$ cat config.mk
export PLATFORM = sky130hd
export DESIGN_NAME = i2s2_tx
export DESIGN_NICKNAME = d
export VERILOG_FILES = /design/src/rtl/i2s2_tx.sv
export SDC_FILE = /design/constraint.sdc
export NUM_CORES = 1
export LEC_CHECK = 0
export ABC_AREA = 1
export BUFFER_PORTS_ARGS = -buffer_cell sky130_fd_sc_hd__buf_2
export CAP_MARGIN = 0
export CORE_MARGIN = 10
export CORE_UTILIZATION = 50
export CTS_BUF_LIST = sky130_fd_sc_hd__clkbuf_4
export DETAILED_ROUTE_END_ITERATION = 10
export PLACE_DENSITY_LB_ADDON = 0.2
export SLEW_MARGIN = 20
export SYNTH_ARGS = -nofsm -noshare
export SYNTH_HDL_FRONTEND = slang
export SYNTH_SLANG_ARGS = --single-unit
$ cat constraint.sdc
create_clock -name clk -period 1.94 [get_ports clk]
set_input_delay 0.194 -clock clk [delete_from_list [all_inputs] [get_ports clk]]
set_output_delay 0.194 -clock clk [all_outputs]
set_load 0.01 [all_outputs]
$ cat src/rtl/i2s2_tx.sv
// i2s2_tx: FIFO-fed mono I2S transmitter; derives MCLK/SCLK/LRCK from one counter.
// Define I2S2_TX_UFCNT_EN to add uf_cnt, a saturating count of underflow pulses.
module i2s2_tx #(
    parameter int CNT_W  = 11,
    parameter int DATA_W = 16
) (
    input  logic              clk,
    input  logic              rst_n,
    input  logic              en,
    input  logic [DATA_W-1:0] fifo_dout,
    input  logic              fifo_empty,
    output logic              fifo_rd,
    output logic              mclk,
    output logic              sclk,
    output logic              lrck,
    output logic              sdout,
    output logic              underflow
`ifdef I2S2_TX_UFCNT_EN
    ,
    output logic [15:0]       uf_cnt
`endif
);

    logic [CNT_W-1:0]  cnt;
    logic [CNT_W-1:0]  cnt_nxt;
    logic [DATA_W-1:0] sample_reg;
    logic [DATA_W-1:0] rev;
    logic [31:0]       slot_bits;
    logic [4:0]        slot_nxt;
    logic              frame_end;
    logic              sd_nxt;

    assign cnt_nxt   = cnt + 1'b1;
    assign frame_end = en && (cnt == '1);
    assign fifo_rd   = rst_n && frame_end && !fifo_empty;
    assign underflow = rst_n && frame_end && fifo_empty;

    assign mclk = cnt[CNT_W-9];
    assign sclk = cnt[CNT_W-7];
    assign lrck = cnt[CNT_W-1];

    // slot_bits[k] = sample_reg[DATA_W-k] for k = 1..DATA_W, zero elsewhere,
    // so the one-slot I2S delay and MSB-first order fall out of a single index.
    assign rev       = {<<{sample_reg}};
    assign slot_bits = 32'({rev, 1'b0});
    assign slot_nxt  = cnt_nxt[CNT_W-2 -: 5];
    assign sd_nxt    = slot_bits[slot_nxt];

    always_ff @(posedge clk) begin
        if (!rst_n) begin
            cnt        <= '0;
            sample_reg <= '0;
            sdout      <= 1'b0;
        end else if (!en) begin
            cnt   <= '0;
            sdout <= 1'b0;
        end else begin
            cnt   <= cnt_nxt;
            sdout <= sd_nxt;
            if (frame_end) begin
                sample_reg <= fifo_empty ? '0 : fifo_dout;
            end
        end
    end

`ifdef I2S2_TX_UFCNT_EN
    always_ff @(posedge clk) begin
        if (!rst_n) begin
            uf_cnt <= '0;
        end else if (underflow && (uf_cnt != 16'hFFFF)) begin
            uf_cnt <= uf_cnt + 16'd1;
        end
    end
`endif

endmodule

==> impl_metrics.json <==
{
  "htreeDepth": 1,
  "synthesis.nets": 217,
  "slew_headroom_pct": 75.34,
  "vias_per_cell": 5.202,
  "fin_crit_ns": 2.003,
  "fin_util_pct": 62.70,
  "synth_top_family_by_area": "simple AND/OR/NAND/NOR gates",
  "place_inst": 256,
  "worst_r2r_startpoint": "cnt[1]",
  "clkSinkCount": 28,
  "wl_um": 3365,
  "holdBufCountCts": 0,
  "synth_fa_ha_area_share_pct": 0.8985,
  "startpoint_type": "register",
  "powerDensity_nw_per_um2": 595.1,
  "internal_power_mw": 0.8073,
  "cts_made_buffers": 3,
  "synth_compound_area_share_pct": 11.77,
  "firstDrtPassIters": 4,
  "start_util_pct": 51.39,
  "remaining_drc_errors": 0,
  "root_buffer": "clkbuf_4",
  "grt.overflow.total": 0,
  "final_common_cell": "nand2_1",
  "pwr-share-seq_pct": 57.3,
  "instances_no_fill": 263,
  "synth-simple-area-share_pct": 37.83,
  "violations": "setup timing",
  "crit_start": "cnt[1]",
  "timing_worst_setup_path_type": "register to primary output",
  "p_sw_share_pct": 20.16,
  "setup_violations": 2,
  "p_sw_mw": 0.2039,
  "design.core.area_um2": 2710,
  "peakVddDrop_uv": 464.7,
  "drt_iter0_drc": 123,
  "track_usage_pct": 13.40,
  "layout-drive-gt1-share_pct": 23.71,
  "grt_pass1_vias": 1456,
  "vias": 1368,
  "diodes": 0,
  "dp_hpwl_um": 2584,
  "final_nets": 254,
  "crit_required_ns": 1.75,
  "die_area_um2": 5296,
  "min_period_over_period_pct": 103.2,
  "clk_latency_ns": 0.34,
  "cp_max_fo": 5,
  "finClkSkew_ns": 0.01771,
  "grt_max_degree": 17,
  "grt_pass1_wl_um": 6030,
  "wl_per_cell_um": 12.79,
  "clkPwrFrac_pct": 38.1,
  "cts_tree": "yes",
  "layout_common_cells": "48 x nand2_1, 28 x inv_1, 28 x nand3_1",
  "final-max-slew-violation-count": 0,
  "tightest_slew_ns": 0.3690,
  "synth-xor-area-share_pct": 0,
  "die_w_um": 72.78,
  "setup_slack_ns": -0.06281,
  "die_h_um": 72.78,
  "hold_start": "fifo_dout[15]",
  "combPwrFrac_pct": 4.7,
  "whs_path_depth": 3,
  "status": "finished with violations",
  "io_buffers": 25,
  "synth_area_per_cell_um2": 7.105,
  "antenna_found_initial": 0,
  "ant_nets": 0,
  "syn_inst": 196,
  "netlist_area_um2": 1393,
  "rsz0062_at_grt": "true",
  "pin_count": 26,
  "largest_register_ff_count": 16,
  "cap_violations": 0,
  "endpoint_kind": "primary output",
  "yosysWarnings": 0,
  "synth_cell_types": 25,
  "leakagePower_nw": 0.7501,
  "hold_path.class": "input pin to register",
  "fmax_mhz": 499.3,
  "ys_seq_elements": 28,
  "reg2reg_depth": 12,
  "hold_viol": 0,
  "area_delta_synth_final_pct": 22.01,
  "crit_arrival_ns": 1.81,
  "num_rows": 19,
  "gp_congestion": 0.9031,
  "synthMuxAreaShare_pct": 0,
  "power_mw": 1.011,
  "synth-seq-area-share_pct": 40.25,
  "clock_path_buffers": 2,
  "clkTransAtPathRegs_ns": 0.16
}
## per-layer routing
| metal | vias up | global-route usage [%] | share of wire, % |
|---|---|---|---|
| met4 | 0 | 5.696 | 1.6 |
| met2 | 41 | 21.48 | 46 |
| li1 | 710 | - | - |
| met5 | - | 0 | 0 |
| met3 | 5 | 2.721 | 6.1 |
| met1 | 612 | 16.90 | 46 |
## logic make-up (layout without fill, tap and decap cells)
logic type	after synthesis	after routing
adder cells (fa/ha/maj)	1	1
AND/OR/NAND/NOR	110	110
AO/OA/AOI/OAI	25	25
buffers and inverters	32	68
flip-flops	28	28
## final timing paths
path | endpoint | slack, ns
worst max register to register | sample_reg[12] | 0.20
worst max-delay path | fifo_rd | -0.06
worst min-delay path | sample_reg[15] | 0.03
worst min register to register | sample_reg[10] | 0.48
## power groups by stage
stage,logic (mW),registers (mW),clock network (mW)
2_1_floorplan,0.0153,0.592,0
3_3_place_gp,0.0427,0.591,0
3_5_place_dp,0.0445,0.591,0
4_1_cts,0.0462,0.580,0.397
5_1_grt,0.0535,0.580,0.409
6_report,0.0472,0.579,0.385
## worst max-delay path, stage by stage, from the launching register on
cell     delay [ns]
dfxtp_4        0.39
ha_4           0.15
nand2_4        0.06
nor2_4         0.11
nand3_2        0.11
nor2_4         0.13
nand2_4        0.08
nor2_8         0.10
inv_4          0.06
nor3_4         0.11
buf_2          0.16
## synth_stat cells
library cell | count | share of area, %
a21oi_1 | 8 | 2.9
buf_2 | 1 | 0.36
buf_6 | 1 | 0.81
clkbuf_1 | 1 | 0.27
dfxtp_1 | 28 | 40
ha_1 | 1 | 0.90
inv_1 | 28 | 7.5
inv_2 | 1 | 0.27
nand2_1 | 49 | 13
nand2_4 | 1 | 0.81
nand3_1 | 28 | 10
nand3_2 | 1 | 0.72
nand3b_1 | 2 | 1.1
nand4_1 | 3 | 1.3
nor2_1 | 18 | 4.9
nor2_2 | 1 | 0.45
nor2_4 | 2 | 1.6
nor2_8 | 1 | 1.4
nor3_1 | 3 | 1.1
nor3_4 | 1 | 1.2
o21a_1 | 1 | 0.54
o21ai_0 | 2 | 0.72
o21ai_1 | 1 | 0.36
o21bai_2 | 1 | 0.81
o31ai_1 | 12 | 6.5
## stage by stage
stage          setup WS (ns)  setup TNS [ns]  area (um2)  hold slack [ns]
2_1_floorplan        0.09406               0        1393           0.2971
3_3_place_gp          0.1539               0        1589           0.3903
3_5_place_dp         0.05950               0        1589           0.3925
4_1_cts              -0.1908         -0.2600        1687          0.02112
5_1_grt              -0.1899         -0.3259        1699          0.03177
6_report            -0.06281        -0.06689        1699          0.02813
## layout make-up
cell class	instances	area, um2
Clock inverter	1	30.03
Timing Repair Buffer	35	200.2
Clock buffer	3	22.52
Sequential cell	28	568.0
Fill cell	270	1011
Inverter	29	111.4
Multi-Input combinational cell	136	728.2
Tap cell	31	38.79
## timing repair
action                     CTS  global route
hold endpoints to repair     0             0
setup buffers                3             1
setup endpoints to repair    3            15
resized for setup            8             3
pin swaps                    3             4
Note: power is estimated with default switching activity, not from simulation.
